**src/rtl/serial_add_pkg.sv**
```systemverilog
// Shared definitions for the nibble-serial adder: slice width and sequencer state encoding.
package serial_add_pkg;

  localparam int unsigned CHUNK_W = 4;

  // Encoding 2'd3 is never produced; the sequencer treats it as StIdle.
  typedef enum logic [1:0] {
    StIdle = 2'd0,
    StRun  = 2'd1,
    StDone = 2'd2
  } state_t;

endpackage

```
**src/rtl/add4_slice.sv**
```systemverilog
// Purely combinational 4-bit ripple-carry adder slice, time-shared by serial_add_ctrl.
module add4_slice (
  input  logic [3:0] a,
  input  logic [3:0] b,
  input  logic       cin,
  output logic [3:0] s,
  output logic       cout
);

  logic [4:0] c;

  always_comb begin
    c    = '0;
    s    = '0;
    c[0] = cin;
    for (int i = 0; i < 4; i++) begin
      s[i]   = a[i] ^ b[i] ^ c[i];
      c[i+1] = (a[i] & b[i]) | (c[i] & (a[i] ^ b[i]));
    end
    cout = c[4];
  end

endmodule

```
**src/rtl/serial_add_ctrl.sv**
```systemverilog
// Adds WIDTH-bit operands one nibble per clock through a single add4_slice,
// LSB nibble first, with valid/ready handshakes on job and result.
module serial_add_ctrl
  import serial_add_pkg::*;
#(
  parameter int unsigned WIDTH = 16
) (
  input  logic             clk,
  input  logic             rst_n,
  input  logic             start_valid,
  output logic             start_ready,
  input  logic [WIDTH-1:0] a,
  input  logic [WIDTH-1:0] b,
  input  logic             cin,
  output logic             res_valid,
  input  logic             res_ready,
  output logic [WIDTH-1:0] sum,
  output logic             cout,
  output logic             busy
);

  localparam int unsigned CHUNKS = WIDTH / CHUNK_W;
  localparam int unsigned STEP_W = $clog2(CHUNKS);
  localparam logic [STEP_W-1:0] LAST_STEP = STEP_W'(CHUNKS - 1);

  state_t              state_q;
  logic [WIDTH-1:0]    a_sh_q;
  logic [WIDTH-1:0]    b_sh_q;
  logic [WIDTH-1:0]    acc_q;
  logic                carry_q;
  logic [STEP_W-1:0]   step_q;

  logic [CHUNK_W-1:0]  slice_s;
  logic                slice_c;
  logic                accept;

  add4_slice u_slice (
    .a    (a_sh_q[CHUNK_W-1:0]),
    .b    (b_sh_q[CHUNK_W-1:0]),
    .cin  (carry_q),
    .s    (slice_s),
    .cout (slice_c)
  );

  // In StDone a new job may be taken in the same cycle the result is consumed.
  always_comb begin
    start_ready = 1'b1;
    busy        = 1'b0;
    case (state_q)
      StRun: begin
        start_ready = 1'b0;
        busy        = 1'b1;
      end
      StDone: begin
        start_ready = res_ready;
        busy        = 1'b1;
      end
      default: ;
    endcase
  end

  assign accept = start_valid & start_ready;

  always_ff @(posedge clk or negedge rst_n) begin
    if (!rst_n) begin
      state_q   <= StIdle;
      a_sh_q    <= '0;
      b_sh_q    <= '0;
      acc_q     <= '0;
      carry_q   <= 1'b0;
      step_q    <= '0;
      sum       <= '0;
      cout      <= 1'b0;
      res_valid <= 1'b0;
    end else if (accept) begin
      state_q   <= StRun;
      a_sh_q    <= a;
      b_sh_q    <= b;
      carry_q   <= cin;
      step_q    <= '0;
      res_valid <= 1'b0;
    end else begin
      case (state_q)
        StRun: begin
          carry_q <= slice_c;
          a_sh_q  <= a_sh_q >> CHUNK_W;
          b_sh_q  <= b_sh_q >> CHUNK_W;
          acc_q   <= {slice_s, acc_q[WIDTH-1:CHUNK_W]};
          if (step_q == LAST_STEP) begin
            state_q   <= StDone;
            sum       <= {slice_s, acc_q[WIDTH-1:CHUNK_W]};
            cout      <= slice_c;
            res_valid <= 1'b1;
          end else begin
            step_q <= step_q + STEP_W'(1);
          end
        end
        StDone: begin
          if (res_ready) begin
            state_q   <= StIdle;
            res_valid <= 1'b0;
          end
        end
        default: state_q <= StIdle;
      endcase
    end
  end

endmodule

```
**config.mk**
```make
export PLATFORM = sky130hd
export DESIGN_NAME = serial_add_ctrl
export DESIGN_NICKNAME = d
export VERILOG_FILES = /design/src/rtl/serial_add_pkg.sv /design/src/rtl/add4_slice.sv /design/src/rtl/serial_add_ctrl.sv
export SDC_FILE = /design/constraint.sdc
export NUM_CORES = 1
export LEC_CHECK = 0
export CAP_MARGIN = 20
export CELL_PAD_IN_SITES_DETAIL_PLACEMENT = 0
export CELL_PAD_IN_SITES_GLOBAL_PLACEMENT = 1
export CORE_AREA = 2 2 98 110
export DETAILED_ROUTE_END_ITERATION = 7
export DIE_AREA = 0 0 100 112
export GPL_TIMING_DRIVEN = 0
export HOLD_SLACK_MARGIN = 0.15
export MAX_ROUTING_LAYER = met4
export PLACE_DENSITY = 0.61
export SLEW_MARGIN = 40
export SYNTH_ARGS = -nofsm -noshare
export SYNTH_HDL_FRONTEND = slang
export SYNTH_HIERARCHICAL = 1
export SYNTH_SLANG_ARGS = --single-unit
```
**constraint.sdc**
```tcl
create_clock -name clk -period 2.4 [get_ports clk]
set_input_delay 0.72 -clock clk [delete_from_list [all_inputs] [get_ports clk]]
set_output_delay 0.72 -clock clk [all_outputs]
set_load 0.01 [all_outputs]
```
==> impl_metrics.json, run 1 <==
{
  "h-tree-depth": 3,
  "ctsHoldBuffers": 0,
  "floorplan.initialDensity": 0.312,
  "cts_made_buffers": 9,
  "row_count": 39,
  "synth_area_leaders": "dfrtp_1 (53%), mux2_2 (9.6%), mux2i_1 (7.9%)",
  "io_pins": 57,
  "syn_area_per_cell_um2": 12.5,
  "cts-root-buf": "clkbuf_16",
  "placed_cell_area_mm2": 0.00391,
  "grt.total_usage": 0.145,
  "clock-sinks": 67,
  "haltStage": "detailed routing (5_2_route)",
  "worst-ep-kind": "primary output",
  "status": "aborted with a tool error",
  "error_line": "[ERROR DRT-0255] Maze Route cannot find path of net clk in worker of routeBox ( 48300 0 ) ( 100000 48300 ).",
  "grt_pass1_wl_mm": 12.0,
  "hpwl_mm": 5.14,
  "die_h_um": 112,
  "pre_cts_slack_ps": -981,
  "synth_cells": 254,
  "syn_nets": 299,
  "grt_antenna_before_repair": 0,
  "die_w_um": 100,
  "ys_ff_latch": 67,
  "gr-total-overflow": 0,
  "grt_pass1_vias": 2308,
  "synth_top_area_frac": 0.530,
  "synthesis.area_mm2": 0.00316,
  "synthDistinctLibCells": 28,
  "place.gp.congestion": 0.745,
  "crit_endpoint": "busy",
  "yosys_warnings": 6,
  "seq_area_frac_synth": 0.530,
  "clock_path_buffers": 2,
  "port_buffers": 56,
  "yosys.area.top_type": "dfrtp_1",
  "grt_max_degree": 55
}
==> metrics by stage <==
step	instances	TNS [ps]
5_1_grt	452	0
4_1_cts	452	0
3_5_place_dp	434	-2280
3_3_place_gp	433	-120340
2_1_floorplan	254	0
==> cell families after synthesis <==
logic type               synth area share
flip-flops                          0.530
multiplexers                        0.223
AND/OR/NAND/NOR                    0.0973
AO/OA/AOI/OAI                      0.0546
buffers and inverters              0.0514
adder cells (fa/ha/maj)            0.0411
XOR/XNOR                          0.00277
==> per-layer routing <==
layer  GRT usage
met1       0.183
met4      0.0703
met2       0.220
met3      0.0345
met5           -
==> repair_timing <==
action,4_1_cts,5_1_grt
setup endpoints to repair,1,1
setup buffers,5,0
gates resized for setup,11,1
cloned,0,0
==> synthesized netlist by cell type <==
master,instances
and2_1,1
mux2_4,10
nand3_2,1
ha_1,4
buf_4,2
mux2i_1,25
nand3_1,3
mux2_2,27
clkbuf_1,6
o21ai_0,26
buf_2,9
and3_1,2
nor2_1,2
nand2_1,5
inv_1,13
fa_1,4
a21o_1,1
nor2b_1,10
dfrtp_1,67
a21boi_0,1
buf_12,1
xnor2_1,1
a211o_1,1
a21oi_1,2
nand4_1,25
buf_6,1
a31o_1,1
nand2b_1,3
==> run 2, diff against run 1 <==
--- a/config.mk
+++ b/config.mk
@@ -6,15 +6,11 @@
 export NUM_CORES = 1
 export LEC_CHECK = 0
 export CAP_MARGIN = 20
-export CELL_PAD_IN_SITES_DETAIL_PLACEMENT = 0
-export CELL_PAD_IN_SITES_GLOBAL_PLACEMENT = 1
-export CORE_AREA = 2 2 98 110
+export CORE_AREA = 2 2 129 131
 export DETAILED_ROUTE_END_ITERATION = 7
-export DIE_AREA = 0 0 100 112
+export DIE_AREA = 0 0 131 133
 export GPL_TIMING_DRIVEN = 0
-export HOLD_SLACK_MARGIN = 0.15
-export MAX_ROUTING_LAYER = met4
-export PLACE_DENSITY = 0.61
+export PLACE_DENSITY_LB_ADDON = 0.15
 export SLEW_MARGIN = 40
 export SYNTH_ARGS = -nofsm -noshare
 export SYNTH_HDL_FRONTEND = slang
==> run 2 against run 1 <==
Net effect: the run now ends clean; synthesized cell count unchanged; area after synthesis unchanged; global-route usage down 4.1 points.
==> impl_metrics.json, run 2 <==
{
  "status": "finished clean",
  "grt.total_usage": 0.105,
  "cp_common_cell": "buf_6",
  "cts_made_buffers": 9,
  "ys_ff_latch": 67,
  "multiInputGateArea_mm2": 0.00135,
  "p_comb_frac": 0.415,
  "design_area_mm2": 0.00442,
  "syn_area_per_cell_um2": 12.5,
  "insertion_delay_ps": 330,
  "row_count": 47,
  "p_leak_nw": 1.94,
  "max_clock_freq_mhz": 436,
  "place.gp.congestion": 0.685,
  "path_max_fanout": 4,
  "rsz0062_at_grt": "no",
  "clock_path_buffers": 2,
  "clock-sinks": 67,
  "io_pins": 57,
  "cts_tree": "built",
  "max_stage_delay_ps": 440,
  "cp.required_ps": 1680,
  "setup-tns-final_ps": 0,
  "regArea_mm2": 0.00168,
  "cp-start-kind": "flop",
  "path_clk_slew_ps": 50,
  "placed_cell_area_mm2": 0.00402,
  "p_int_mw": 3.94,
  "via_per_inst": 4.02,
  "ir_drop_uv": 410,
  "slew_headroom": 0.618,
  "final.period_utilization": 0.956,
  "drtIter0Drc": 85,
  "synth_top_area_frac": 0.530,
  "synth_area_leaders": "dfrtp_1 (53%), mux2_2 (9.6%), mux2i_1 (7.9%)",
  "maxCapViolations": 0,
  "grt_antenna_before_repair": 0,
  "grt_pass1_wl_mm": 13.7,
  "layout_commonest_cell": "dfrtp_1",
  "fp.dieArea_mm2": 0.0174,
  "critical_path_class": "reg -> out",
  "largest_registers": "a_sh_q: 16 flops, b_sh_q: 16 flops, sum: 16 flops",
  "setup_viol": 0,
  "synthDistinctLibCells": 28,
  "core-area_mm2": 0.0162,
  "fillCellCount": 1683,
  "cp-end-kind": "output port",
  "power.share.switching": 0.334,
  "gr-total-overflow": 0,
  "power_switching_mw": 1.98,
  "syn_nets": 299,
  "clock_skew_ps": 5.93,
  "grt_max_degree": 36,
  "h-tree-depth": 3,
  "yosys_warnings": 6,
  "synth_edf_count": 0,
  "drc": 0,
  "finalHoldViolCount": 0,
  "detail_route.first_pass.iterations": 4,
  "via_count": 2217,
  "fin_crit_ps": 2290,
  "synthesis.area_mm2": 0.00316,
  "dp.cells": 531,
  "synth_cells": 254,
  "tightestPinTransition_ps": 572,
  "final_antenna_net_count": 0,
  "power_density_mw_per_mm2": 1340,
  "path_buf_inv": 4,
  "final_nets": 371,
  "wirelength_mm": 8.38,
  "ctsHoldBuffers": 0,
  "yosys.area.top_type": "dfrtp_1",
  "synth_top_flop_cell": "dfrtp_1",
  "synth_common_cells": "dfrtp_1 (67), mux2_2 (27), o21ai_0 (26), mux2i_1 (25), nand4_1 (25)",
  "cp_slowest_cell": "dfrtp_2",
  "floorplan.initialDensity": 0.196,
  "drive_gt1_frac": 0.239,
  "finalNonFillerCells": 551,
  "num_antenna_cells": 0,
  "worst_path_dominant_cell_family": "flip-flops",
  "port_buffers": 56,
  "seq_area_frac_synth": 0.530,
  "yosysMostFrequentCell": "dfrtp_1",
  "hold_path_class": "in -> async",
  "die_w_um": 131,
  "pwr-share-clk": 0.246,
  "wl_per_cell_um": 15.2,
  "final_cell_mix": "dfrtp_1 (66), clkdlybuf4s50_1 (52), mux2_2 (27)",
  "async_flop_share": 1.00,
  "grt_pass1_vias": 2420,
  "crit_chain": "inv_2 -> ha_2 -> buf_6 -> nand2b_1 -> buf_6 -> and2_1 -> buf_2",
  "syn_to_final_growth_pct": 39.6,
  "seqPwrFrac": 0.339,
  "cts-root-buf": "clkbuf_16",
  "drv_slew": 0,
  "hpwl_mm": 5.97,
  "cp.arrival_ps": 1570,
  "die_h_um": 133
}
run 2: cell counts after synthesis:
No cell type changed its count.
run 2: power groups by stage:
stage	combinational [mW]	sequential, mW	clock, mW
3_3_place_gp	2.36	2.03	0
3_5_place_dp	2.40	2.04	0
5_1_grt	2.77	2.09	1.55
6_report	2.46	2.01	1.46
4_1_cts	2.47	2.02	1.49
2_1_floorplan	1.52	1.98	0
run 2: cell type report:
class | instances | share of cell area
flip-flops and latches | 67 | 0.380
multi-input cells | 155 | 0.305
repair buffers | 63 | 0.140
well taps | 220 | 0.0623
clock buffers | 12 | 0.0581
plain buffers | 17 | 0.0269
clock inverters | 4 | 0.0164
inverters | 13 | 0.0111
run 2: per-stage QoR:
stage / utilization / hold slack [ps] / power (mW) / setup WS (ps)
finish: 0.273 / 269 / 5.92 / 106
global route: 0.273 / 278 / 6.41 / 14.9
CTS: 0.272 / 276 / 5.98 / -7.35
detailed placement: 0.249 / 496 / 4.44 / -1000
global placement: 0.247 / 492 / 4.39 / -1860
floorplan: - / 424 / 3.50 / 261
run 2: worst paths after layout:
check	end	start	slack (ps)	cells after the start
worst min register to register	sum[0]$_DFFE_PN0P_	acc_q[4]$_DFFE_PN0P_	500	1
max in group asynchronous	a_sh_q[4]$_DFFE_PN0P_	rst_n	1620	2
worst min-delay path	sum[14]$_DFFE_PN0P_	rst_n	270	1
worst max register to register	acc_q[15]$_DFFE_PN0P_	a_sh_q[0]$_DFFE_PN0P_	170	9
worst max-delay path	start_ready	state_q[1]$_DFFE_PN0P_	110	7
min in group clk	sum[0]$_DFFE_PN0P_	acc_q[4]$_DFFE_PN0P_	500	1
run 2: cell families after synthesis:
| kind of cell | after synthesis | synth area share |
|---|---|---|
| xor+xnor | 1 | 0.00277 |
| fa+ha+maj | 8 | 0.0411 |
| simple gates | 52 | 0.0973 |
| buf+inv | 32 | 0.0514 |
| flops | 67 | 0.530 |
| compound gates | 32 | 0.0546 |
| mux | 62 | 0.223 |
run 2: routing by layer:
| metal | global-route usage | wire [µm] |
|---|---|---|
| met1 | 0.141 | 4000 |
| met2 | 0.161 | 3860 |
| met3 | 0.0380 | 439 |
| met4 | 0.0213 | 76 |
| met5 | 0 | 0 |
run 2: timing repair:
action,CTS,global route
buffers inserted,4,2
gates resized for setup,11,5
endpoints found under the setup margin,2,1
gates cloned,0,0
Power figures use the tool's default switching activity.
==> RTL change 1: new RTL, settings of run 2 <==
Re-encode `state_t` (3 states) as one-hot, 3 bits wide.
--- a/src/rtl/serial_add_pkg.sv
+++ b/src/rtl/serial_add_pkg.sv
@@ -4,10 +4,10 @@
   localparam int unsigned CHUNK_W = 4;
 
   // Encoding 2'd3 is never produced; the sequencer treats it as StIdle.
-  typedef enum logic [1:0] {
-    StIdle = 2'd0,
-    StRun  = 2'd1,
-    StDone = 2'd2
+  typedef enum logic [2:0] {
+    StIdle = 3'b001,
+    StRun  = 3'b010,
+    StDone = 3'b100
   } state_t;
 
 endpackage
Behaviour: same outputs for any inputs over 10 cycles, from zero or initial values and one cycle with rst_n low; not proved beyond that.
==> RTL change 1 against run 2 <==
Clock skew increased by 1.2 ps; design area decreased by 0.26%; wire length decreased by 0.16%; hold slack about the same; area after synthesis increased by 0.67%; sequential cell count increased by 1; setup slack got worse by 47 ps; total power decreased by 1.5%; via count increased by 0.72%; largest cell class unchanged.
==> RTL change 1: results (changes against run 2) <==
Setup path
  – Worst R2R Setup Slack: 140 ps (was 170 ps)
  – Capturing point of the worst reg2reg path: carry_q$_DFFE_PN0P_ (was acc_q[15]$_DFFE_PN0P_)
  – Critical path peak fanout: 3 (was 4)
  – Worst R2R Start: carry_q$_DFFE_PN0P_ (was a_sh_q[0]$_DFFE_PN0P_)
  – Crit-path leading delay family: buffers and inverters (was flip-flops)
  – WP data arrival: 1620 ps (was 1570 ps)
  – CP max stage delay: 290 ps (was 440 ps)

Layout
  – Post-layout nets: 353 (was 371)
  – Finished Layout Cells: 535 (was 551)
  – Largest regs: a_sh_q x16, b_sh_q x16, sum x16 (unchanged)

Placed design
  – Pre-CTS WS: -905 ps (was -1000 ps)
  – Cell Area, Placed: 4030 µm² (was 4020 µm²)
  – Port bufs: 55 (was 56)
  – Placer Congestion: 0.718 (was 0.685)
  – HPWL Detailed: 5900 µm (was 5970 µm)

GRT
  – First-pass GRT wire length: 13100 µm (was 13700 µm)
  – Met1 Track Usage GR: 14.1% (about the same)
  – Total global-route track usage: 10.1% (was 10.5%)
  – Largest net degree at the start of global routing: 39 (was 36)
  – Met2 GRT Util: 15.0% (was 16.1%)
  – Vias in the first global route: 2297 (was 2420)
  – Met3 usage: 3.11% (was 3.80%)

Synthesis
  – Seq/Total Area, Yosys: 53.5% (was 53.0%)
  – Synth top cells by count: 67 x dfrtp_1, 26 x a22o_1, 25 x a221o_1, 25 x and2_1, 19 x mux2_2 (was 67 x dfrtp_1, 27 x mux2_2, 26 x o21ai_0, 25 x mux2i_1, 25 x nand4_1)
  – Top cells by area, synth: dfrtp_1 53%, a221o_1 7.9%, a22o_1 7.2% (was dfrtp_1 53%, mux2_2 9.6%, mux2i_1 7.9%)
  – Syn_nets: 283 (was 299)
  – Syn Inst Count: 241 (was 254)

Power and ir drop
  – VDD IR max: 0.430 mV (was 0.410 mV)
  – Leakage: 1.91 nW (was 1.94 nW)
  – Sw frac: 33.0% (was 33.4%)
  – Sequential Power: 0.00195 W (was 0.00201 W)
  – Switch Pwr: 0.00193 W (was 0.00198 W)

Routing
  – Met3 Routed Length: 358 µm (was 439 µm)
  – Routed wl met2: 3760 µm (was 3860 µm)

Run status
  – Outcome: completed (unchanged)

STA
  – Hold WS: 269 ps (about the same)
  – Worst Clk Skew: 7.16 ps (was 5.93 ps)
## RTL change 1: changes by cell type after synthesis, moves of 7 or more
| cell | before | now |
|---|---|---|
| mux2_1 | 0 | 10 |
| a22o_1 | 0 | 26 |
| o21ai_0 | 26 | 0 |
| mux2i_1 | 25 | 0 |
| a221o_1 | 0 | 25 |
| and2_1 | 1 | 25 |
| mux2_2 | 27 | 19 |
| mux2_4 | 10 | 0 |
| nor2b_1 | 10 | 3 |
| a32o_1 | 0 | 8 |
| nand4_1 | 25 | 0 |
## RTL change 1: logic make-up after synthesis
| kind of cell | count (synthesis) | synth area share [%] |
|---|---|---|
| AO/OA/AOI/OAI | 68 | 19.6 |
| flip-flops | 68 | 53.5 |
| AND/OR/NAND/NOR | 40 | 8.53 |
| buffers and inverters | 30 | 4.99 |
| multiplexers | 29 | 10.3 |
| adder cells (fa/ha/maj) | 5 | 2.91 |
| XOR/XNOR | 1 | 0.275 |
## RTL change 1: cell type report
class | count | area, µm²
multi-input combinational | 143 | 1340
fill | 1674 | 11800
inverter | 10 | 37.5
sequential | 68 | 1700
clock inverter | 4 | 73.8
clock buffer | 11 | 243
buffer | 20 | 135
timing repair buffer | 59 | 594
tap | 220 | 275
## RTL change 1: worst max-delay path by stage
stage / from / end / cells past startpoint
final: res_ready / start_ready / 4
after global routing: carry_q$_DFFE_PN0P_ / carry_q$_DFFE_PN0P_ / 10
after CTS: state_q[0]$_DFFE_PN1P_ / busy / 3
after detailed placement: res_ready / start_ready / 4
after floorplan: a_sh_q[0]$_DFFE_PN0P_ / carry_q$_DFFE_PN0P_ / 10
after global placement: rst_n / b_sh_q[15]$_DFFE_PN0P_ / 1
## RTL change 1: what timing repair did
action,4_1_cts,5_1_grt
setup endpoints to repair,2,2
gates resized for setup,10,3
setup buffers,2,1
pin swaps,2,1
==> RTL change 2: new RTL, settings of run 2 <==
Without the edit above. Change the parameter `WIDTH` from 16 to 8.
--- a/src/rtl/serial_add_ctrl.sv
+++ b/src/rtl/serial_add_ctrl.sv
@@ -3,7 +3,7 @@
 module serial_add_ctrl
   import serial_add_pkg::*;
 #(
-  parameter int unsigned WIDTH = 16
+  parameter int unsigned WIDTH = 8
 ) (
   input  logic             clk,
   input  logic             rst_n,
Interface: changed (resized a, b and sum); port bits go from 57 to 33. No check against the original RTL was run, so the function may have changed too.
==> RTL change 2 against run 2 <==
Final cell count down 30%; setup slack got worse by 30 ps; register-to-register slack lost 90 ps; wire length is 50% lower; clock power shrank 50%; synthesized cell count shrank 51%; area after synthesis fell by 47%; sequential power is 49% lower; sequential cell count down 33; largest cell class unchanged; design area is 44% lower; total power fell by 42%.
==> RTL change 2: results (changes against run 2) <==
Layout
  – Multi-input logic cell count: 70 (was 155)
  – Fillers: 1822 (was 1683)
  – Largest regs: a_sh_q x8, b_sh_q x8, sum x8 (was a_sh_q x16, b_sh_q x16, sum x16)
  – Final non-clock buffer share: 14.7% (was 16.7%)
  – Share of layout cells above drive strength 1: 40.0% (was 23.9%)
  – Multi-input combinational area share: 30.6% (was 30.5%)
  – Register area: 851 µm² (was 1680 µm²)
  – Synthesis-to-finish area growth: 46.3% (was 39.6%)
  – Post-layout nets: 191 (was 371)
  – Clk cell area share: 6.68% (was 7.45%)

CTS
  – Number of gates resized after cts: 6 (was 11)
  – Clock Latency Late Sink: 280 ps (was 330 ps)
  – H-Tree Depth: 2 (was 3)
  – Number of CTS-inserted buffers: 5 (was 9)
  – Post-CTS setup buffers: 0 (was 4)

Run status
  – Outcome: completed (unchanged)

STA
  – Worst Clk Skew: 4.33 ps (was 5.93 ps)
  – Tcrit/Tclk final: 96.9% (was 95.6%)
  – Hold WS: 406 ps (was 269 ps)
  – Slew HR: 67.5% (was 61.8%)

Synthesis
  – Synth top cells by count: 34 x dfrtp_1, 31 x mux2_2, 15 x inv_1, 10 x nor2b_1, 8 x mux2_4 (was 67 x dfrtp_1, 27 x mux2_2, 26 x o21ai_0, 25 x mux2i_1, 25 x nand4_1)
  – Syn_nets: 152 (was 299)
  – Top cells by area, synth: dfrtp_1 50%, mux2_2 21%, mux2_4 7.1% (was dfrtp_1 53%, mux2_2 9.6%, mux2i_1 7.9%)
  – Seq/Total Area, Yosys: 50.4% (was 53.0%)

Setup path
  – Critical path peak fanout: 2 (was 4)
  – Worst reg2reg path depth: 10 (was 9)
  – Worst R2R Setup Slack: 80 ps (was 170 ps)
  – Worst R2R Start: carry_q$_DFFE_PN0P_ (was a_sh_q[0]$_DFFE_PN0P_)
  – WP data arrival: 2490 ps (was 1570 ps)

Routing
  – Total Wirelength: 4210 µm (was 8380 µm)
  – M1 WL: 1970 µm (was 4000 µm)
  – Met3 Routed Length: 220 µm (was 439 µm)
  – Routed wl met2: 1980 µm (was 3860 µm)
  – Vias per inst: 2.64 (was 4.02)
  – Drt pass-1 iters: 4 (unchanged)

GRT
  – Total global-route track usage: 5.21% (was 10.5%)
  – Largest net degree at the start of global routing: 35 (was 36)

Placed design
  – Placer Congestion: 0.669 (was 0.685)
  – HPWL Detailed: 3040 µm (was 5970 µm)

Power and ir drop
  – Logic power comb: 0.00167 W (was 0.00246 W)
  – Flop pwr share: 30.0% (was 33.9%)
  – Switch Pwr: 0.00111 W (was 0.00198 W)
  – VDD IR max: 0.352 mV (was 0.410 mV)
RTL change 2: cells by family (layout without fill, tap and decap cells):
kind of cell	after synthesis	in the layout	synth area share, %
and+or+nand+nor	16	16	5.70
DFF	34	34	50.4
muxes	39	39	27.8
adders and majority gates	6	6	6.22
AOI/OAI and AO/OA	9	9	3.63
buffers and inverters	21	61	6.30
RTL change 2: per-stage QoR:
step                      std cells  power, W  setup TNS (ps)
after floorplan                 125   0.00208               0
after global placement          377   0.00269          -13930
after detailed placement        377   0.00269            -494
after CTS                       385   0.00347               0
after global routing            385   0.00374           -22.0
final                           385   0.00344               0
RTL change 2: routing by layer:
metal  GRT usage [%]  vias up
met5               0        -
met4            1.60        0
met3            1.78        2
met2            7.89       19
met1            6.98      497
li1                -      498
RTL change 2: critical path, stage by stage (launching register included):
cell	delay [ps]
dfrtp_1	400
fa_2	400
inv_2	60
fa_2	180
inv_2	40
fa_2	330
inv_2	70
fa_2	190
inv_2	40
mux2_2	250
mux2_2	260
